`src/rtl/mdio_pkg.sv`:
```
// Shared MDIO Clause 22 definitions.
// Used by both the station-side master and the PHY-side responder.
package mdio_pkg;

    typedef enum logic [2:0] {
        PREAMBLE,
        ST,
        OP,
        PHYAD,
        REGAD,
        TA,
        RDATA,
        WDATA
    } state_t;

    localparam logic [1:0] OP_READ  = 2'b10;
    localparam logic [1:0] OP_WRITE = 2'b01;
    localparam int PREAMBLE_LEN = 32;

endpackage

```
`src/rtl/mdio_sync_edge.sv`:
```
// Two-flop synchroniser with rise/fall detection.
// RST_VAL sets the idle level the flops reset to.
module mdio_sync_edge #(
    parameter logic RST_VAL = 1'b0
) (
    input  logic clk,
    input  logic reset_n,
    input  logic din,
    output logic sync,
    output logic rise,
    output logic fall
);

    logic s1;
    logic s2;
    logic s3;

    // Metastability chain plus one delay flop for edge detection
    always_ff @(posedge clk or negedge reset_n) begin
        if (!reset_n) begin
            s1 <= RST_VAL;
            s2 <= RST_VAL;
            s3 <= RST_VAL;
        end else begin
            s1 <= din;
            s2 <= s1;
            s3 <= s2;
        end
    end

    assign sync = s2;
    assign rise = s2 & ~s3;
    assign fall = ~s2 & s3;

endmodule

```
`src/rtl/mdio_slave.sv`:
```
// PHY-side MDIO Clause 22 responder.
// Oversamples MDC/MDIO and strobes an external register bank.
module mdio_slave
    import mdio_pkg::*;
#(
    parameter logic [4:0] PHY_ADDR     = 5'd1,
    parameter int         PREAMBLE_MIN = PREAMBLE_LEN
) (
    input  logic        clk,
    input  logic        reset_n,
    input  logic        mdc,
    input  logic        mdio_in,
    output logic        mdio_out,
    output logic        mdio_oe,
    output logic [4:0]  reg_addr,
    output logic [15:0] reg_wdata,
    output logic        reg_wr,
    output logic        reg_rd,
    input  logic [15:0] reg_rdata,
    output logic        busy,
    output logic        frame_err
);

    localparam logic [5:0] PRE_MAX = 6'(PREAMBLE_MIN);

    logic        mdc_s;
    logic        rise_ev;
    logic        mdc_fall;
    logic        mdio_s;
    logic        mdio_rise;
    logic        mdio_fall;
    logic        unused_edges;

    state_t      state;
    logic [4:0]  bit_cnt;
    logic [5:0]  pre_cnt;
    logic [15:0] shreg;
    logic        is_read;
    logic        match;
    logic        ta_first;

    mdio_sync_edge #(.RST_VAL(1'b0)) u_mdc_sync (
        .clk     (clk),
        .reset_n (reset_n),
        .din     (mdc),
        .sync    (mdc_s),
        .rise    (rise_ev),
        .fall    (mdc_fall)
    );

    mdio_sync_edge #(.RST_VAL(1'b1)) u_mdio_sync (
        .clk     (clk),
        .reset_n (reset_n),
        .din     (mdio_in),
        .sync    (mdio_s),
        .rise    (mdio_rise),
        .fall    (mdio_fall)
    );

    assign unused_edges = ^{mdc_s, mdc_fall, mdio_rise, mdio_fall};

    // Frame decoder: bit-serial FSM advancing on each MDC rising edge
    always_ff @(posedge clk or negedge reset_n) begin
        if (!reset_n) begin
            state     <= PREAMBLE;
            bit_cnt   <= '0;
            pre_cnt   <= '0;
            shreg     <= '0;
            is_read   <= 1'b0;
            match     <= 1'b0;
            ta_first  <= 1'b0;
            mdio_out  <= 1'b1;
            mdio_oe   <= 1'b0;
            reg_addr  <= '0;
            reg_wdata <= '0;
            reg_wr    <= 1'b0;
            reg_rd    <= 1'b0;
            busy      <= 1'b0;
            frame_err <= 1'b0;
        end else begin
            reg_wr    <= 1'b0;
            reg_rd    <= 1'b0;
            frame_err <= 1'b0;
            // Bank answers during the strobe cycle; never coincides with rise_ev
            if (reg_rd) begin
                shreg <= reg_rdata;
            end
            if (rise_ev) begin
                unique case (state)
                    PREAMBLE: begin
                        if (mdio_s) begin
                            if (pre_cnt < PRE_MAX) begin
                                pre_cnt <= pre_cnt + 6'd1;
                            end
                        end else if (pre_cnt >= PRE_MAX) begin
                            state   <= ST;
                            busy    <= 1'b1;
                            pre_cnt <= '0;
                        end else begin
                            pre_cnt <= '0;
                        end
                    end
                    ST: begin
                        if (mdio_s) begin
                            state   <= OP;
                            bit_cnt <= '0;
                        end else begin
                            frame_err <= 1'b1;
                            busy      <= 1'b0;
                            state     <= PREAMBLE;
                        end
                    end
                    OP: begin
                        shreg   <= {shreg[14:0], mdio_s};
                        bit_cnt <= bit_cnt + 5'd1;
                        if (bit_cnt == 5'd1) begin
                            bit_cnt <= '0;
                            if ({shreg[0], mdio_s} == OP_READ ||
                                {shreg[0], mdio_s} == OP_WRITE) begin
                                state   <= PHYAD;
                                is_read <= ({shreg[0], mdio_s} == OP_READ);
                            end else begin
                                frame_err <= 1'b1;
                                busy      <= 1'b0;
                                state     <= PREAMBLE;
                            end
                        end
                    end
                    PHYAD: begin
                        shreg   <= {shreg[14:0], mdio_s};
                        bit_cnt <= bit_cnt + 5'd1;
                        if (bit_cnt == 5'd4) begin
                            bit_cnt <= '0;
                            match   <= ({shreg[3:0], mdio_s} == PHY_ADDR);
                            state   <= REGAD;
                        end
                    end
                    REGAD: begin
                        shreg   <= {shreg[14:0], mdio_s};
                        bit_cnt <= bit_cnt + 5'd1;
                        if (bit_cnt == 5'd4) begin
                            bit_cnt <= '0;
                            state   <= TA;
                            if (match) begin
                                reg_addr <= {shreg[3:0], mdio_s};
                                reg_rd   <= is_read;
                            end
                        end
                    end
                    TA: begin
                        if (bit_cnt == 5'd0) begin
                            ta_first <= mdio_s;
                            bit_cnt  <= 5'd1;
                            if (is_read && match) begin
                                mdio_oe  <= 1'b1;
                                mdio_out <= 1'b0;
                            end
                        end else begin
                            bit_cnt <= '0;
                            if (is_read) begin
                                state <= RDATA;
                                if (match) begin
                                    mdio_out <= shreg[15];
                                    shreg    <= {shreg[14:0], 1'b0};
                                end
                            end else if (match && !(ta_first && !mdio_s)) begin
                                frame_err <= 1'b1;
                                busy      <= 1'b0;
                                state     <= PREAMBLE;
                            end else begin
                                state <= WDATA;
                            end
                        end
                    end
                    RDATA: begin
                        if (bit_cnt == 5'd15) begin
                            bit_cnt  <= '0;
                            mdio_oe  <= 1'b0;
                            mdio_out <= 1'b1;
                            busy     <= 1'b0;
                            state    <= PREAMBLE;
                        end else begin
                            bit_cnt <= bit_cnt + 5'd1;
                            if (match) begin
                                mdio_out <= shreg[15];
                                shreg    <= {shreg[14:0], 1'b0};
                            end
                        end
                    end
                    WDATA: begin
                        shreg   <= {shreg[14:0], mdio_s};
                        bit_cnt <= bit_cnt + 5'd1;
                        if (bit_cnt == 5'd15) begin
                            bit_cnt <= '0;
                            busy    <= 1'b0;
                            state   <= PREAMBLE;
                            if (match) begin
                                reg_wr    <= 1'b1;
                                reg_wdata <= {shreg[14:0], mdio_s};
                            end
                        end
                    end
                endcase
            end
        end
    end

endmodule
```
`config.mk`:
```
export PLATFORM = sky130hd
export DESIGN_NAME = mdio_slave
export DESIGN_NICKNAME = d
export VERILOG_FILES = /design/src/rtl/mdio_pkg.sv /design/src/rtl/mdio_sync_edge.sv /design/src/rtl/mdio_slave.sv
export SDC_FILE = /design/constraint.sdc
export NUM_CORES = 1
export LEC_CHECK = 0
export CORE_ASPECT_RATIO = 0.7
export CORE_UTILIZATION = 58
export DETAILED_ROUTE_END_ITERATION = 10
export GPL_TIMING_DRIVEN = 0
export PLACE_DENSITY = 0.86
export SLEW_MARGIN = 30
export SYNTH_ARGS = -nofsm -noshare
export SYNTH_HDL_FRONTEND = slang
export SYNTH_HIERARCHICAL = 1
export SYNTH_SLANG_ARGS = --single-unit
```
`constraint.sdc`:
```
create_clock -name clk -period 4.9 [get_ports clk]
set_clock_uncertainty 0.1 [all_clocks]
set_input_delay 0.735 -clock clk [delete_from_list [all_inputs] [get_ports clk]]
set_output_delay 0.735 -clock clk [all_outputs]
set_load 0.01 [all_outputs]
```
==> run summary <==
Starting density of the core: 60.58%
WP data arrival: 2920 ps
WL per Instance: 16.68 um
Clk_lat worst skew: 340 ps
Ports: 47
Clk slew on worst S/H paths: 70 ps
Vias in the first global route: 2339
H-tree depth: 3
Startpoint Class: flip-flop
Critical path data required time: 5020 ps
Synthesized instance count: 287
Hold Violations, Final: 0
Root Buffer: clkbuf_8
PwrDens: 272.6 nW/um2
Post-route ant nets: 0
ANT cells: 0
DR vias/cell: 5.756
Fin cells: 422
Drt pass-1 iters: 5
Port bufs: 46
Hold slack: 217.6 ps
Layout area overhead: 24.54%
Inst Count DP: 406
Worst relative slew slack: 44.65%
Leakage: 1.644 nW
Maximum clock rate: 0.3581 GHz
Clock buffer depth: 2
Syn nets: 316
Setup bufs post-CTS: 0
Final net count: 374
Peak supply drop: 0.0002637 V
GRT overflow: 0
Die area: 5827 um2
Setup Viol. Count Final: 0
Final Wtd Congestion: 0.8961
WS Path Type: flip-flop to flip-flop
Crit path time final: 2792 ps
Area of the multi-input gates: 1450 um2
FILL cells: 360
Max_cap viols: 0
Residual DRC count: 0
TritonCTS clock tree: done
Die width: 90.81 um
Total design power: 1.087 mW
Hold Path Class: primary input to async pin
Initial antenna violation count: 0
First-pass GRT wire length: 11760 um
Largest net degree at the start of global routing: 35
Post-Syn Area: 3202 um2
Final Cycle Share: 56.99%
TritonCTS sink count: 65
Layout cell share with drive strength beyond 1: 17.43%
Register area: 1630 um2
Num CTS Buffers: 9
Aggregate routed wire length: 7041 um
Post-DP HPWL: 5107 um
CTS Hold Buffers Added: 0
Crit-path max FO: 10
Slew Limit Fails: 0
Cell Rows: 22
Slew @ Worst Pin: 823.5 ps
Post_cts resized: 0
Vias: 2429
RSZ-0062 raised after global routing: false
DR iter-0 viols: 241
Die outline height: 64.17 um
Outcome: finished clean
GRT Total Usage: 26.77%
Setup TNS: 0 ps
CP Capture Type: flip-flop
Core area: 5285 um2
YS warnings: 6
Syn Area/Cell: 11.16 um2
[sequential cells by signal (all words and copies together), names as in the netlist, 3 cells and up]
signal,flops
reg_wdata,16
shreg,16
pre_cnt,6
bit_cnt,5
reg_addr,5
state,3
[critical path: stages (launching register included)]
cell and delay [ps]:
dfrtp_1 440, ha_1 210, and3_1 190, ha_1 300, inv_1 110, nor3_2 580
buf_2 370, mux2_2 370
[worst paths after layout]
check / from / to / slack (ps) / depth (start not counted)
max: bit_cnt[0]$_DFFE_PN0P_ / reg_wdata[11]$_DFFE_PN0P_ / 2110 / 7
min: reset_n / bit_cnt[4]$_DFFE_PN0P_ / 220 / 1
max reg2reg: bit_cnt[0]$_DFFE_PN0P_ / reg_wdata[11]$_DFFE_PN0P_ / 2110 / 7
min reg2reg: u_mdc_sync/s1$_DFF_PN0_ / u_mdc_sync/sync$_DFF_PN0_ / 250 / 0
max in group asynchronous: reset_n / u_mdio_sync/s1$_DFF_PN1_ / 3910 / 2
min in group clk: u_mdc_sync/s1$_DFF_PN0_ / u_mdc_sync/sync$_DFF_PN0_ / 250 / 0
[cell usage in the layout (no fill, tap or decap), types with 3 or more instances in the layout]
cell and count:
buf_2 4, nand2b_1 4, nand4_1 4, dfrtp_1 62
a22o_1 3, mux2i_1 16, inv_1 13, mux2_2 24
nor2b_1 6, ha_1 9, nand3_1 5, a31oi_1 5
dfstp_2 3, clkbuf_8 9, nor4b_1 3, o21ai_0 25
nand2_1 25, nor3_1 3, nor2_1 13, clkbuf_1 11
clkdlybuf4s50_1 45
[area by class of cell]
cell class                      count  share of cell area (%)
Clock buffer                        9                   3.106
Timing Repair Buffer               47                   11.99
Sequential cell                    65                   40.88
Tap cell                           72                   2.259
Inverter                           13                   1.224
Buffer                             16                   1.820
Multi-Input combinational cell    193                   36.37
Clock inverter                      7                   2.353
[report_power, final]
part           switching [mW]  internal [mW]  total, mW
Clock                   0.209          0.286      0.495
Sequential            0.00433          0.543      0.548
Combinational          0.0240         0.0204     0.0444
[per-stage QoR]
stage / area (um2) / worst slack (ps) / utilization [%]
finish: 3988 / 2108 / 75.45
CTS: 3988 / 2088 / 75.45
floorplan: 3202 / 2594 / -
detailed placement: 3770 / 2119 / 71.33
global placement: 3752 / 906.0 / 71.00
global route: 3988 / 1915 / 75.45
[layer usage]
metal / track usage [%] / wire [um] / vias to the layer above
met2: 38.35 / 3000 / 95
li1: - / - / 1150
met4: 9.524 / 89 / 0
met1: 38.81 / 3406 / 1174
met3: 7.857 / 544 / 10
met5: 0 / 0 / -
(Power assumes the default switching activity.)
